--- config.mk ---
export PLATFORM = sky130hd
export DESIGN_NAME = mem_port_arbiter_flat
export DESIGN_NICKNAME = d
export VERILOG_FILES = /design/src/rtl/rv_mem_pkg.sv /design/src/rtl/mem_port_arbiter_if.sv /design/src/rtl/arb_prio_sel.sv /design/src/rtl/mem_port_arbiter.sv /design/src/flat_wrapper.sv
export SDC_FILE = /design/constraint.sdc
export NUM_CORES = 1
export LEC_CHECK = 0
export CORE_MARGIN = 2
export CORE_UTILIZATION = 36
export CTS_CLUSTER_SIZE = 20
export DETAILED_ROUTE_END_ITERATION = 16
export HOLD_SLACK_MARGIN = 0.15
export PLACE_DENSITY = 0.7
export SLEW_MARGIN = 20
export SYNTH_ARGS = -nofsm -noshare
export SYNTH_HDL_FRONTEND = slang
export SYNTH_SLANG_ARGS = --single-unit
--- constraint.sdc ---
create_clock -name clk -period 12 [get_ports clk]
set_input_delay 3.6 -clock clk [delete_from_list [all_inputs] [get_ports clk]]
set_output_delay 3.6 -clock clk [all_outputs]
set_load 0.02 [all_outputs]
--- src/rtl/rv_mem_pkg.sv ---
// Shared types and width helpers for the unified-memory port arbiter.
package rv_mem_pkg;

  typedef enum logic [1:0] {IDLE, ISSUE, WAIT, RESP} arb_state_e;
  typedef enum logic {OWN_IF, OWN_DM} owner_e;

  function automatic int unsigned lat_cnt_w(input int unsigned mem_lat);
    return $clog2(mem_lat + 1);
  endfunction

  function automatic int unsigned starve_w(input int unsigned starve_max);
    return $clog2(starve_max + 1);
  endfunction

endpackage

--- src/rtl/mem_port_arbiter_if.sv ---
// Requester, response and memory-side signals of the IF/DM memory port arbiter.
interface mem_port_arbiter_if #(
  parameter int unsigned ADDR_W = 12,
  parameter int unsigned DATA_W = 32
);
  localparam int unsigned BE_W = DATA_W / 8;

  logic              if_req;
  logic [ADDR_W-1:0] if_addr;
  logic              if_gnt;
  logic              if_rvalid;
  logic [DATA_W-1:0] if_rdata;

  logic              dm_req;
  logic              dm_we;
  logic [BE_W-1:0]   dm_be;
  logic [ADDR_W-1:0] dm_addr;
  logic [DATA_W-1:0] dm_wdata;
  logic              dm_gnt;
  logic              dm_rvalid;
  logic [DATA_W-1:0] dm_rdata;

  logic              mem_en;
  logic              mem_we;
  logic [BE_W-1:0]   mem_be;
  logic [ADDR_W-1:0] mem_addr;
  logic [DATA_W-1:0] mem_wdata;
  logic [DATA_W-1:0] mem_rdata;

  logic              busy;

  // Core datapath plus memory: drives requests and read data.
  modport master (
    output if_req, if_addr, dm_req, dm_we, dm_be, dm_addr, dm_wdata, mem_rdata,
    input  if_gnt, if_rvalid, if_rdata, dm_gnt, dm_rvalid, dm_rdata,
           mem_en, mem_we, mem_be, mem_addr, mem_wdata, busy
  );

  // The arbiter itself.
  modport slave (
    input  if_req, if_addr, dm_req, dm_we, dm_be, dm_addr, dm_wdata, mem_rdata,
    output if_gnt, if_rvalid, if_rdata, dm_gnt, dm_rvalid, dm_rdata,
           mem_en, mem_we, mem_be, mem_addr, mem_wdata, busy
  );

endinterface

--- src/rtl/arb_prio_sel.sv ---
// Fixed-priority winner select (DM over IF) with IF starvation guard.
module arb_prio_sel #(
  parameter  int unsigned STARVE_MAX = 4,
  localparam int unsigned SW         = rv_mem_pkg::starve_w(STARVE_MAX)
) (
  input  logic          if_req,
  input  logic          dm_req,
  input  logic [SW-1:0] starve,
  output logic          if_win_c,
  output logic          dm_win_c,
  output logic [SW-1:0] starve_nxt_c
);

  // A DM win with IF waiting implies starve < STARVE_MAX, so the increment saturates by construction.
  always_comb begin
    dm_win_c     = dm_req && (!if_req || (starve < SW'(STARVE_MAX)));
    if_win_c     = if_req && !dm_win_c;
    starve_nxt_c = starve;
    if (dm_win_c) begin
      starve_nxt_c = if_req ? (starve + SW'(1)) : '0;
    end else if (if_win_c) begin
      starve_nxt_c = '0;
    end
  end

endmodule

--- src/rtl/mem_port_arbiter.sv ---
// Shares one single-port memory between IF and DM; one access in flight,
// sequenced IDLE -> ISSUE -> WAIT (MEM_LAT cycles) -> RESP.
module mem_port_arbiter
  import rv_mem_pkg::*;
#(
  parameter int unsigned ADDR_W     = 12,
  parameter int unsigned DATA_W     = 32,
  parameter int unsigned MEM_LAT    = 1,
  parameter int unsigned STARVE_MAX = 4
) (
  input logic               clk,
  input logic               reset,
  mem_port_arbiter_if.slave bus
);

  localparam int unsigned BE_W  = DATA_W / 8;
  localparam int unsigned LAT_W = lat_cnt_w(MEM_LAT);
  localparam int unsigned SW    = starve_w(STARVE_MAX);

  arb_state_e        state;
  owner_e            owner;
  logic              wr_q;
  logic [LAT_W-1:0]  lat_cnt;
  logic [SW-1:0]     starve;

  logic              mem_en_q;
  logic              mem_we_q;
  logic [BE_W-1:0]   mem_be_q;
  logic [ADDR_W-1:0] mem_addr_q;
  logic [DATA_W-1:0] mem_wdata_q;
  logic              if_rvalid_q;
  logic              dm_rvalid_q;
  logic [DATA_W-1:0] if_rdata_q;
  logic [DATA_W-1:0] dm_rdata_q;
  logic              busy_q;

  logic              if_win_c;
  logic              dm_win_c;
  logic [SW-1:0]     starve_nxt_c;
  logic              arb_open_c;

  arb_prio_sel #(.STARVE_MAX(STARVE_MAX)) u_sel (
    .if_req       (bus.if_req),
    .dm_req       (bus.dm_req),
    .starve       (starve),
    .if_win_c     (if_win_c),
    .dm_win_c     (dm_win_c),
    .starve_nxt_c (starve_nxt_c)
  );

  // Grants are combinational and only offered from IDLE outside reset.
  assign arb_open_c = (state == IDLE) && !reset;
  assign bus.if_gnt = arb_open_c && if_win_c;
  assign bus.dm_gnt = arb_open_c && dm_win_c;

  always_ff @(posedge clk or posedge reset) begin
    if (reset) begin
      state       <= IDLE;
      owner       <= OWN_IF;
      wr_q        <= 1'b0;
      lat_cnt     <= '0;
      starve      <= '0;
      mem_en_q    <= 1'b0;
      mem_we_q    <= 1'b0;
      mem_be_q    <= '0;
      mem_addr_q  <= '0;
      mem_wdata_q <= '0;
      if_rvalid_q <= 1'b0;
      dm_rvalid_q <= 1'b0;
      if_rdata_q  <= '0;
      dm_rdata_q  <= '0;
      busy_q      <= 1'b0;
    end else begin
      if_rvalid_q <= 1'b0;
      dm_rvalid_q <= 1'b0;
      case (state)
        IDLE: begin
          if (dm_win_c || if_win_c) begin
            state       <= ISSUE;
            busy_q      <= 1'b1;
            owner       <= dm_win_c ? OWN_DM : OWN_IF;
            wr_q        <= dm_win_c && bus.dm_we;
            starve      <= starve_nxt_c;
            mem_en_q    <= 1'b1;
            mem_we_q    <= dm_win_c && bus.dm_we;
            mem_be_q    <= (dm_win_c && bus.dm_we) ? bus.dm_be : '1;
            mem_addr_q  <= dm_win_c ? bus.dm_addr : bus.if_addr;
            mem_wdata_q <= (dm_win_c && bus.dm_we) ? bus.dm_wdata : '0;
          end
        end
        ISSUE: begin
          state       <= WAIT;
          lat_cnt     <= '0;
          mem_en_q    <= 1'b0;
          mem_we_q    <= 1'b0;
          mem_be_q    <= '0;
          mem_addr_q  <= '0;
          mem_wdata_q <= '0;
        end
        WAIT: begin
          lat_cnt <= lat_cnt + LAT_W'(1);
          // Last WAIT edge: memory data is valid now.
          if (lat_cnt == LAT_W'(MEM_LAT - 1)) begin
            state <= RESP;
            if (owner == OWN_DM) begin
              dm_rvalid_q <= 1'b1;
              dm_rdata_q  <= wr_q ? '0 : bus.mem_rdata;
            end else begin
              if_rvalid_q <= 1'b1;
              if_rdata_q  <= bus.mem_rdata;
            end
          end
        end
        RESP: begin
          state  <= IDLE;
          busy_q <= 1'b0;
        end
        default: begin
          state  <= IDLE;
          busy_q <= 1'b0;
        end
      endcase
    end
  end

  assign bus.mem_en    = mem_en_q;
  assign bus.mem_we    = mem_we_q;
  assign bus.mem_be    = mem_be_q;
  assign bus.mem_addr  = mem_addr_q;
  assign bus.mem_wdata = mem_wdata_q;
  assign bus.if_rvalid = if_rvalid_q;
  assign bus.if_rdata  = if_rdata_q;
  assign bus.dm_rvalid = dm_rvalid_q;
  assign bus.dm_rdata  = dm_rdata_q;
  assign bus.busy      = busy_q;

endmodule

--- src/flat_wrapper.sv ---
// flat-port wrapper written by rule: the top's interface ports become plain ports
module mem_port_arbiter_flat import rv_mem_pkg::*;
#(
  parameter int unsigned ADDR_W     = 12,
  parameter int unsigned DATA_W     = 32,
  parameter int unsigned MEM_LAT    = 1,
  parameter int unsigned STARVE_MAX = 4
)
  (clk, reset, bus_if_req, bus_if_addr, bus_dm_req, bus_dm_we, bus_dm_be, bus_dm_addr, bus_dm_wdata, bus_mem_rdata, bus_if_gnt, bus_if_rvalid, bus_if_rdata, bus_dm_gnt, bus_dm_rvalid, bus_dm_rdata, bus_mem_en, bus_mem_we, bus_mem_be, bus_mem_addr, bus_mem_wdata, bus_busy);
  mem_port_arbiter_if #(.ADDR_W(ADDR_W), .DATA_W(DATA_W)) bus_i ();
  input logic clk;
  input logic reset;
  input wire logic [$bits(bus_i.if_req)-1:0] bus_if_req;
  input wire logic [$bits(bus_i.if_addr)-1:0] bus_if_addr;
  input wire logic [$bits(bus_i.dm_req)-1:0] bus_dm_req;
  input wire logic [$bits(bus_i.dm_we)-1:0] bus_dm_we;
  input wire logic [$bits(bus_i.dm_be)-1:0] bus_dm_be;
  input wire logic [$bits(bus_i.dm_addr)-1:0] bus_dm_addr;
  input wire logic [$bits(bus_i.dm_wdata)-1:0] bus_dm_wdata;
  input wire logic [$bits(bus_i.mem_rdata)-1:0] bus_mem_rdata;
  output wire logic [$bits(bus_i.if_gnt)-1:0] bus_if_gnt;
  output wire logic [$bits(bus_i.if_rvalid)-1:0] bus_if_rvalid;
  output wire logic [$bits(bus_i.if_rdata)-1:0] bus_if_rdata;
  output wire logic [$bits(bus_i.dm_gnt)-1:0] bus_dm_gnt;
  output wire logic [$bits(bus_i.dm_rvalid)-1:0] bus_dm_rvalid;
  output wire logic [$bits(bus_i.dm_rdata)-1:0] bus_dm_rdata;
  output wire logic [$bits(bus_i.mem_en)-1:0] bus_mem_en;
  output wire logic [$bits(bus_i.mem_we)-1:0] bus_mem_we;
  output wire logic [$bits(bus_i.mem_be)-1:0] bus_mem_be;
  output wire logic [$bits(bus_i.mem_addr)-1:0] bus_mem_addr;
  output wire logic [$bits(bus_i.mem_wdata)-1:0] bus_mem_wdata;
  output wire logic [$bits(bus_i.busy)-1:0] bus_busy;
  assign bus_i.if_req = bus_if_req;
  assign bus_i.if_addr = bus_if_addr;
  assign bus_i.dm_req = bus_dm_req;
  assign bus_i.dm_we = bus_dm_we;
  assign bus_i.dm_be = bus_dm_be;
  assign bus_i.dm_addr = bus_dm_addr;
  assign bus_i.dm_wdata = bus_dm_wdata;
  assign bus_i.mem_rdata = bus_mem_rdata;
  assign bus_if_gnt = bus_i.if_gnt;
  assign bus_if_rvalid = bus_i.if_rvalid;
  assign bus_if_rdata = bus_i.if_rdata;
  assign bus_dm_gnt = bus_i.dm_gnt;
  assign bus_dm_rvalid = bus_i.dm_rvalid;
  assign bus_dm_rdata = bus_i.dm_rdata;
  assign bus_mem_en = bus_i.mem_en;
  assign bus_mem_we = bus_i.mem_we;
  assign bus_mem_be = bus_i.mem_be;
  assign bus_mem_addr = bus_i.mem_addr;
  assign bus_mem_wdata = bus_i.mem_wdata;
  assign bus_busy = bus_i.busy;
  mem_port_arbiter #(.ADDR_W(ADDR_W), .DATA_W(DATA_W), .MEM_LAT(MEM_LAT), .STARVE_MAX(STARVE_MAX)) u_core (.clk(clk), .reset(reset), .bus(bus_i));
endmodule
==> qor.txt <==
Outcome: finished, final reports clean
Final std cells w/o fill: 800
Sequential-to-total area share from yosys stat: 0.6147
GPL Wtd Cong: 0.8352
Pre-Repair DR Iteration Count: 6
Area growth syn-to-layout: 55.86%
Die Area: 0.01510 sq mm
Critical Path Source Type: primary input
CP max stage delay: 0.63 ns
Inst Count DP: 769
Top post-synthesis cells by area: dfrtp_1 (61%), mux2_2 (7.3%), a22o_1 (6.0%)
Sequential cell area: 0.003128 sq mm
R2r worst-path depth: 5
Hold_buf cts: 0
Syn Nets: 499
Synthesized instance count: 396
Setup_tns: 0 ns
Area occupied by multi-input gates: 0.001768 sq mm
Number of I/O pins: 216
Drt via density: 4.988
Final min period: 8.829 ns
Initial core utilization: 0.3680
H-tree levels: 4
Maxcap violations: 0
Post-CTS setup buffer count: 0
Post-DRT Antenna Nets: 0
# DRC: 0
Cell Rows: 43
Detailed Route Iter0 Violations: 175
Final hold slack: 0.4749 ns
Core Area: 0.01383 sq mm
Dpl cell area: 0.007343 sq mm
Antenna violations before repair: 0
Congestion Overflow GR: 0
Flops & latches, synth: 125
Total Nets Final: 711
CP max FO: 9
Routed via count: 3,990
Synth Cell Area: 0.005089 sq mm
Yosys cell types: 36
Peak supply drop: 0.0001420 V
Setup WS pre-CTS: 3.214 ns
CTS clk-pin slew, worst paths: 0.05 ns
Setup Skew: 0.006529 ns
Die width: 122.9 um
Vias in the first global route: 4,018
Final setup vio count: 0
CTS tree: done
First-pass GRT wire length: 20.91 mm
Power Density: 278.7 mW/mm^2
Slew headroom: 0.3337
Req. time, crit path: 8.40 ns
Setup ws final: 3.171 ns
Die H: 122.9 um
F_max: 0.1133 GHz
Capturing point of the worst reg2reg path: u_core.bus.mem_wdata[26]$_DFFE_PP0P_
Critical Path AT: 5.23 ns
Worst skew pair latency: 0.41 ns
Ys Warns: 0
Routed WL per cell: 16.37 um
Final Hold Fails: 0
Longest Clk Path Bufs: 2
RSZ-0062 raised after global routing: no
Fin. max-slew vios: 0
Antenna diodes: 0
Crit path to: bus_dm_gnt
Total global-route track usage: 0.1809
Tightest Pin Transition: 0.9994 ns
CP most frequent cell: clkdlybuf4s50_1
Fin crit share: 0.7357
CP Capture Type: output pin
Yosys top cell area share: 0.6147
DP Wirelength: 9.126 mm
WS Path Type: primary input to output pin
Layout cell share with drive strength beyond 1: 0.1194
Syn_area_per_cell: 12.85 sq um
Static Leak: 3.439 nW
Worst min-delay path class: flop to flop
Post-Route WL: 13.09 mm
Cts bufs inserted: 17
Critical path cell sequence: clkdlybuf4s50_1 > nand2_1 > nor3_1 > clkdlybuf4s50_1
Root buf cell: clkbuf_16
Gates resized, CTS repair: 0
Final Instance Area: 0.007931 sq mm
CTS Sinks: 125
Port buffer count: 215
Critical path startpoint: bus_dm_req
Fill count: 1,162
R2R Setup Slk: 9.74 ns
Area leader, netlist: dfrtp_1
Largest net degree at the start of global routing: 83
Crit-path slowest cell: clkdlybuf4s50_1
Worst reg2reg startpoint: u_core.state[0]$_DFFE_PP0P_
## sequential cells by signal, summed over array words and instances, names as in the netlist, 2 cells and up
signal	flops
u_core.bus.dm_rdata	32
u_core.bus.if_rdata	32
u_core.bus.mem_addr	12
u_core.bus.mem_be	4
u_core.bus.mem_wdata	32
u_core.starve	3
u_core.state	2
## where the power goes
part	switching, mW	total, mW	internal, mW	leakage, nW
logic	0.495	0.987	0.493	1.56
registers	0.114	0.715	0.601	1.59
clock network	0.173	0.508	0.335	0.284
## synthesized netlist by cell type
cell / n
buf_2: 6
nor2b_1: 2
nand3b_1: 1
nand2b_1: 33
a221o_1: 12
buf_6: 6
nand2_1: 39
nor4b_4: 1
and2_4: 1
nand2_4: 1
buf_4: 5
a21boi_4: 1
a2bb2oi_1: 1
o32ai_1: 1
inv_1: 6
mux2i_1: 1
a22o_1: 35
clkbuf_1: 11
mux2_4: 1
mux2_2: 33
o21ai_0: 34
o31ai_1: 1
ha_1: 6
nor2_1: 2
or2_2: 1
dfrtp_1: 125
and4b_2: 1
or3b_1: 1
o2bb2ai_1: 4
o21ai_1: 1
nor3_1: 7
nor3b_2: 1
a21o_1: 1
a311oi_1: 1
a21boi_0: 12
a21oi_1: 1
## layer usage
layer | GRT usage | vias up | routed length (um)
met4 | 0.07830 | 0 | 308
met3 | 0.05489 | 26 | 1094
met2 | 0.2759 | 185 | 5806
li1 | - | 1833 | -
met5 | 0 | - | 0
met1 | 0.2388 | 1946 | 5883
## critical path, delay by kind of cell
kind          cells  cell delay [ns]
simple gates      2             0.36
buf+inv           2             1.26
## per-stage QoR
stage                     total power, mW  utilization
after floorplan                     1.255            -
after global placement              1.694       0.5311
after detailed placement            1.713       0.5311
after CTS                           2.234       0.5733
after global routing                2.340       0.5736
final                               2.210       0.5736
## cell usage in the layout (no fill, tap or decap), drive strengths merged, types with 2 or more instances in the layout
cell type	n
clkdlybuf4s50	215
dfrtp	125
nand2	40
a22o	35
o21ai	35
mux2	34
nand2b	33
clkbuf	24
a21boi	13
a221o	12
nor3	7
ha	6
inv	6
buf	6
o2bb2ai	4
clkinv	3
bufinv	3
nor2	2
nor2b	2
## logic make-up (layout without fill, tap and decap cells)
| kind of cell | count (synthesis) | after routing | synth area share |
|---|---|---|---|
| AO/OA/AOI/OAI | 105 | 105 | 0.1556 |
| adder cells (fa/ha/maj) | 6 | 6 | 0.01475 |
| buffers and inverters | 34 | 258 | 0.03909 |
| flip-flops | 125 | 125 | 0.6147 |
| multiplexers | 35 | 35 | 0.07794 |
| AND/OR/NAND/NOR | 91 | 91 | 0.09786 |
## cell type report
class,count,share of cell area
Clock buffer,24,0.05947
Clock inverter,7,0.01420
Inverter,6,0.003155
Multi-Input combinational cell,237,0.2229
Sequential cell,125,0.3944
Tap cell,180,0.02840
Timing Repair Buffer,221,0.2775
## worst min-delay path by stage
stage,start,end,slack (ns),depth (start not counted)
global placement,u_core.bus.dm_rdata[0]$_DFFE_PP0P_,u_core.bus.dm_rdata[0]$_DFFE_PP0P_,0.46,2
CTS,u_core.bus.mem_we$_DFFE_PP0P_,u_core.bus.mem_we$_DFFE_PP0P_,0.48,1
detailed placement,u_core.bus.mem_we$_DFFE_PP0P_,u_core.bus.mem_we$_DFFE_PP0P_,0.47,1
global route,u_core.bus.mem_we$_DFFE_PP0P_,u_core.bus.mem_we$_DFFE_PP0P_,0.50,1
finish,u_core.bus.mem_we$_DFFE_PP0P_,u_core.bus.mem_we$_DFFE_PP0P_,0.47,1
floorplan,u_core.starve[1]$_DFFE_PP0P_,u_core.starve[1]$_DFFE_PP0P_,0.48,1
No activity file was read; power rests on OpenSTA's default activity.
